File: config.mk
export PLATFORM = sky130hd
export DESIGN_NAME = button_conditioner
export DESIGN_NICKNAME = d
export VERILOG_FILES = /design/src/rtl/button_conditioner.sv
export SDC_FILE = /design/constraint.sdc
export NUM_CORES = 1
export LEC_CHECK = 0
export CORE_UTILIZATION = 55
export DETAILED_ROUTE_END_ITERATION = 10
export PLACE_DENSITY = 0.72
export RECOVER_POWER = 100
export SYNTH_ARGS = -nofsm -noshare
export SYNTH_HDL_FRONTEND = slang
export SYNTH_SLANG_ARGS = --single-unit
File: constraint.sdc
create_clock -name i_clock -period 5.7 [get_ports i_clock]
set_input_delay 1.71 -clock i_clock [delete_from_list [all_inputs] [get_ports i_clock]]
set_output_delay 1.71 -clock i_clock [all_outputs]
set_load 0.05 [all_outputs]
File: src/rtl/button_conditioner.sv
// Multi-channel push-button front end: 2-FF sync, debounce, press/release/long-press pulses.
// Defining BUTTON_COND_REPEAT_EN builds the auto-repeat generator; otherwise o_repeat is 0.
module button_conditioner #(
  parameter int NUM_BUTTONS       = 4,
  parameter int ACTIVE_LOW        = 1,
  parameter int DEBOUNCE_CYCLES   = 500_000,
  parameter int LONG_PRESS_CYCLES = 50_000_000,
  parameter int REPEAT_CYCLES     = 10_000_000
) (
  input  logic                   i_clock,
  input  logic                   i_reset,
  input  logic [NUM_BUTTONS-1:0] i_button,
  output logic [NUM_BUTTONS-1:0] o_state,
  output logic [NUM_BUTTONS-1:0] o_down,
  output logic [NUM_BUTTONS-1:0] o_up,
  output logic [NUM_BUTTONS-1:0] o_long,
  output logic [NUM_BUTTONS-1:0] o_long_held,
  output logic [NUM_BUTTONS-1:0] o_repeat
);

  localparam int MAX_DL  = (DEBOUNCE_CYCLES > LONG_PRESS_CYCLES) ? DEBOUNCE_CYCLES : LONG_PRESS_CYCLES;
  localparam int MAX_CYC = (MAX_DL > REPEAT_CYCLES) ? MAX_DL : REPEAT_CYCLES;
  localparam int CNT_W   = $clog2(MAX_CYC + 1);

  localparam logic [CNT_W-1:0] DEB_TH  = CNT_W'(DEBOUNCE_CYCLES);
  localparam logic [CNT_W-1:0] LONG_TH = CNT_W'(LONG_PRESS_CYCLES);
  localparam logic             DEB_ONE = (DEBOUNCE_CYCLES == 1);
  localparam logic             ACT_LOW = (ACTIVE_LOW != 0);

  typedef enum logic [2:0] {IDLE, PRESS_WAIT, PRESSED, LONG, RELEASE_WAIT} state_t;

  function automatic logic [CNT_W-1:0] sat_inc(input logic [CNT_W-1:0] v);
    return (v == '1) ? v : v + CNT_W'(1);
  endfunction

  for (genvar g = 0; g < NUM_BUTTONS; g++) begin : g_ch
    logic             sync_p0, sync_p1;
    logic             p;
    state_t           state;
    logic [CNT_W-1:0] deb_cnt, hold_cnt;
    logic [CNT_W-1:0] deb_nxt, hold_nxt;
    logic             from_long;
    logic             state_lvl, down_pls, up_pls, long_pls, held_lvl;

    // sync_p1 carries the pin level; released level is the idle value of the pin
    assign p        = sync_p1 ^ ACT_LOW;
    assign deb_nxt  = sat_inc(deb_cnt);
    assign hold_nxt = sat_inc(hold_cnt);

`ifdef BUTTON_COND_REPEAT_EN
    localparam logic [CNT_W-1:0] REP_TH = CNT_W'(REPEAT_CYCLES);
    logic [CNT_W-1:0] rep_cnt, rep_nxt;
    logic             rep_pls;
    assign rep_nxt     = sat_inc(rep_cnt);
    assign o_repeat[g] = rep_pls;
`else
    assign o_repeat[g] = 1'b0;
`endif

    always_ff @(posedge i_clock) begin
      if (i_reset) begin
        sync_p0   <= ACT_LOW;
        sync_p1   <= ACT_LOW;
        state     <= IDLE;
        deb_cnt   <= '0;
        hold_cnt  <= '0;
        from_long <= 1'b0;
        state_lvl <= 1'b0;
        down_pls  <= 1'b0;
        up_pls    <= 1'b0;
        long_pls  <= 1'b0;
        held_lvl  <= 1'b0;
`ifdef BUTTON_COND_REPEAT_EN
        rep_cnt   <= '0;
        rep_pls   <= 1'b0;
`endif
      end else begin
        sync_p0  <= i_button[g];
        sync_p1  <= sync_p0;
        down_pls <= 1'b0;
        up_pls   <= 1'b0;
        long_pls <= 1'b0;
`ifdef BUTTON_COND_REPEAT_EN
        rep_pls  <= 1'b0;
`endif
        case (state)
          IDLE: begin
            hold_cnt  <= '0;
            from_long <= 1'b0;
`ifdef BUTTON_COND_REPEAT_EN
            rep_cnt   <= '0;
`endif
            if (p && DEB_ONE) begin
              state     <= PRESSED;
              down_pls  <= 1'b1;
              state_lvl <= 1'b1;
              deb_cnt   <= '0;
            end else if (p) begin
              state   <= PRESS_WAIT;
              deb_cnt <= CNT_W'(1);
            end else begin
              deb_cnt <= '0;
            end
          end
          PRESS_WAIT: begin
            if (!p) begin
              state   <= IDLE;
              deb_cnt <= '0;
            end else if (deb_nxt >= DEB_TH) begin
              state     <= PRESSED;
              down_pls  <= 1'b1;
              state_lvl <= 1'b1;
              hold_cnt  <= '0;
              deb_cnt   <= '0;
            end else begin
              deb_cnt <= deb_nxt;
            end
          end
          PRESSED: begin
            if (!p && DEB_ONE) begin
              state     <= IDLE;
              up_pls    <= 1'b1;
              state_lvl <= 1'b0;
              held_lvl  <= 1'b0;
            end else if (!p) begin
              state     <= RELEASE_WAIT;
              deb_cnt   <= CNT_W'(1);
              from_long <= 1'b0;
            end else if (hold_nxt >= LONG_TH) begin
              state    <= LONG;
              long_pls <= 1'b1;
              held_lvl <= 1'b1;
              hold_cnt <= hold_nxt;
`ifdef BUTTON_COND_REPEAT_EN
              rep_cnt  <= '0;
`endif
            end else begin
              hold_cnt <= hold_nxt;
            end
          end
          LONG: begin
            if (!p && DEB_ONE) begin
              state     <= IDLE;
              up_pls    <= 1'b1;
              state_lvl <= 1'b0;
              held_lvl  <= 1'b0;
            end else if (!p) begin
              state     <= RELEASE_WAIT;
              deb_cnt   <= CNT_W'(1);
              from_long <= 1'b1;
            end else begin
`ifdef BUTTON_COND_REPEAT_EN
              if (rep_nxt >= REP_TH) begin
                rep_pls <= 1'b1;
                rep_cnt <= '0;
              end else begin
                rep_cnt <= rep_nxt;
              end
`endif
            end
          end
          RELEASE_WAIT: begin
            // a bounce back to pressed resumes the press without new pulses
            if (p) begin
              state   <= from_long ? LONG : PRESSED;
              deb_cnt <= '0;
            end else if (deb_nxt >= DEB_TH) begin
              state     <= IDLE;
              up_pls    <= 1'b1;
              state_lvl <= 1'b0;
              held_lvl  <= 1'b0;
              deb_cnt   <= '0;
            end else begin
              deb_cnt <= deb_nxt;
            end
          end
          default: state <= IDLE;
        endcase
      end
    end

    assign o_state[g]     = state_lvl;
    assign o_down[g]      = down_pls;
    assign o_up[g]        = up_pls;
    assign o_long[g]      = long_pls;
    assign o_long_held[g] = held_lvl;
  end

endmodule

==> impl_metrics.ini <==
[pwr]
ratio_of_total_power_to_cell_area_mw_per_mm2 = 223
power_report.internal_total_w = 0.00292
seq_power_share_pct = 47.6
worst_ir_drop_vdd_v = 0.000255
switching_power_w = 0.000802
switching_share_pct = 21.5
p_comb_share_pct = 1.7
power.static_leakage_nw = 5.17
report.power.total_w = 0.00373
pwr-share-clk_pct = 50.7

[layout]
seqCellArea_mm2 = 0.00504
multi_input_area_mm2 = 0.00971
final_layout_size_suffix_gt1_share_pct = 5.05
largest_registers = g_ch.deb_cnt (104), g_ch.hold_cnt (104), g_ch.state (12)
final_net_count = 1995
n_antenna_cell = 0
fillCellCount = 2583
area_delta_synth_final_pct = 6.39

[synthesis]
area_fraction_of_the_dominant_cell_type_after_synthesis_pct = 32.2
synthTopCellsByArea = sky130_fd_sc_hd__dfxtp_1 32%, sky130_fd_sc_hd__nand2_1 5.6%, sky130_fd_sc_hd__a311oi_1 4.2%
number_of_enable_flip_flop_cells_after_synthesis = 0
yosysTopAreaCell = sky130_fd_sc_hd__dfxtp_1
yosys.cell_count.top_type = sky130_fd_sc_hd__dfxtp_1
synth-warning-count = 0
syn-instance-count = 2069
syn-mean-instance-area_um2 = 7.58
postSynth.asyncResetShare_pct = 0
synth.cell_area_mm2 = 0.0157
synth_common_cells = 252 x sky130_fd_sc_hd__dfxtp_1, 232 x sky130_fd_sc_hd__nand2_1, 151 x sky130_fd_sc_hd__nor2_1
ys_dominant_reg_cell = sky130_fd_sc_hd__dfxtp_1
ys_ff_latch = 252
netlist-cell-type-count = 90
synth.yosys.seq_area_share_pct = 32.2

[clocking]
cts-hold-fix-buffers = 0
clock-sinks = 252
clock_tree.root_cell = sky130_fd_sc_hd__clkbuf_16
clock_tree_from_tritoncts = done
cts_buffers = 29
path_clk_slew_ns = 0.06
number_of_h_tree_branching_levels = 1
cts_buffer_depth = 3
clock_latency_ns = 0.55
cts_resized = 0
postCtsSetupBuffers = 0

[floorplan]
initial_core_util_pct = 56.2
die_width_um = 171
core-area_mm2 = 0.0279
fp.dieArea_mm2 = 0.0292
die_height_um = 171
num_rows = 61
io-pin-count = 30

[sta]
tightest_slew_ns = 2.27
worst_slew_margin_rel_pct = -51.4
post-route-min-period_ns = 4.68
finalHoldViolations = 0
setup_violations = 0
final.setup_skew_ns = 0.00842
final_critical_path_setup_slack_ns = 1.02
final_min_period_over_clock_period_pct = 82.2
fin_setup_tns_ns = 0
slew_viol_final = 97
grt_setup_unrepaired = false
fmax_mhz = 214

[setup_path]
worst-endpoint-required_ns = 6.14
timing.critical_path.slowest_cell_delay_ns = 0.74
worst_setup_path_start_kind = register
crit_family = simple AND/OR/NAND/NOR gates
critical_path.max_fanout = 25
worst_path_max_delay_cell = sky130_fd_sc_hd__o21ai_1
worstPathBufferInverterCount = 0
setup.worst_path.end_class = register
worstPathCellList = and4_1 -> nand4_1 -> nor4_1 -> mux2_2 -> or4_1 -> nor3_1 -> o21a_1 -> o21ai_1 -> a311oi_1
crit_arrival_ns = 5.13
crit_type = register to register

[placement]
dp_hpwl_um = 25600
port-buffer-count = 25
pre_cts_ws_ns = 1.42
place_congestion = 0.906

[route]
total_routed_length_um = 38600
antenna_left = 0
route.detailed.wl_per_inst_um = 16.2
drt-pass1-iter-count = 8
via_total_after_detailed_routing = 15400
vias_per_cell = 6.47
first_iter_violations = 1251
drc_errors = 0

[grt]
grt.met2_usage_pct = 43.5
grt_pass1_vias = 13600
gr-total-overflow = 0
grt_usage_pct = 26.0
global_route.peak_usage_layer = met2
use_met1_pct = 35.4
grt_max_degree = 96
use_met3_pct = 3.22
grt_antenna_before_repair = 0
first_pass_grt_wire_length_um = 64900

[hold_path]
hold_path_class = register to register

[flow_run]
max_cap_viol_count = 3

[outcome]
run_status = finished with violations
violations_in_the_final_reports = max-capacitance violations, max-slew violations
cells by family (layout without fill, tap and decap cells):
logic type | count (synthesis) | after routing | share of synthesized area [%]
simple gates | 921 | 921 | 30.4
compound gates | 590 | 590 | 25.6
flops | 252 | 252 | 32.2
buf+inv | 207 | 135 | 5.93
xor+xnor | 64 | 64 | 3.57
mux | 25 | 25 | 1.63
fa+ha+maj | 9 | 9 | 0.702
other cells | 1 | 4 | 0.0239
path summary, 6_finish.rpt:
path	start	end	slack (ns)	cells past startpoint
min	g_ch[1].sync_p0	g_ch[1].sync_p1	0.41	1
max	g_ch[3].deb_cnt[6]	g_ch[3].hold_cnt[23]	1.02	9
min reg2reg	g_ch[1].sync_p0	g_ch[1].sync_p1	0.41	1
max reg2reg	g_ch[3].deb_cnt[6]	g_ch[3].hold_cnt[23]	1.02	9
area by class of cell:
type,instances,share of cell area [%]
clock buffer,37,4.71
clock inverter,13,1.03
inverter,48,1.08
multi-input combinational,1613,58.2
sequential,252,30.2
tap,378,2.83
timing repair buffer,37,1.96
layout by cell type (no fill, tap or decap), drive strengths merged, types with 7 or more instances in the layout:
cell         synthesis  final
nor3                97     97
ha                   8      8
a41oi               18     18
a31o                 8      8
or4                 18     18
a21oi              129    129
dfxtp              252    252
nor3b                7      7
o21a                11     11
a211o                7      7
nand2              232    232
a211oi              38     38
a2111oi             16     16
nand3              104    104
a21boi               9      9
nand4               63     63
nor2b               11     11
nor2               151    151
inv                 47     48
dlygate4sd3          0     20
and2                26     26
and3                63     63
xnor2               36     36
nor4                35     35
o21ai              123    123
or3                 27     27
a311oi              78     78
clkbuf             101     41
o22ai                7      7
a21o                12     12
xor2                28     28
o211ai               7      7
mux2i               21     21
or2                 18     18
a31oi               64     64
nand3b               8      8
buf                 58      9
nand2b              15     15
and4                33     33
stage by stage:
stage          cell area (um2)  std cells  utilization [%]  hold slack (ns)
3_3_place_gp             15800       2328             56.5            0.392
4_1_cts                  16700       2378             59.9            0.417
3_5_place_dp             15800       2328             56.5            0.401
2_1_floorplan            15700       2072                -            0.389
5_1_grt                  16700       2378             59.8            0.442
6_report                 16700       2378             59.8            0.414
layer usage:
metal  routed length, um  vias up
met2               17900      394
met5                   0        -
li1                    -     7658
met3                1910       58
met1               18100     7273
met4                 689        0
power by group through the flow:
stage / logic, W / registers, W / clock network, W
floorplan: 0.0000557 / 0.00181 / 0
global placement: 0.0000650 / 0.00181 / 0
detailed placement: 0.0000656 / 0.00181 / 0
CTS: 0.0000657 / 0.00177 / 0.00192
global route: 0.0000705 / 0.00177 / 0.00200
finish: 0.0000647 / 0.00177 / 0.00189
(Power assumes the default switching activity.)
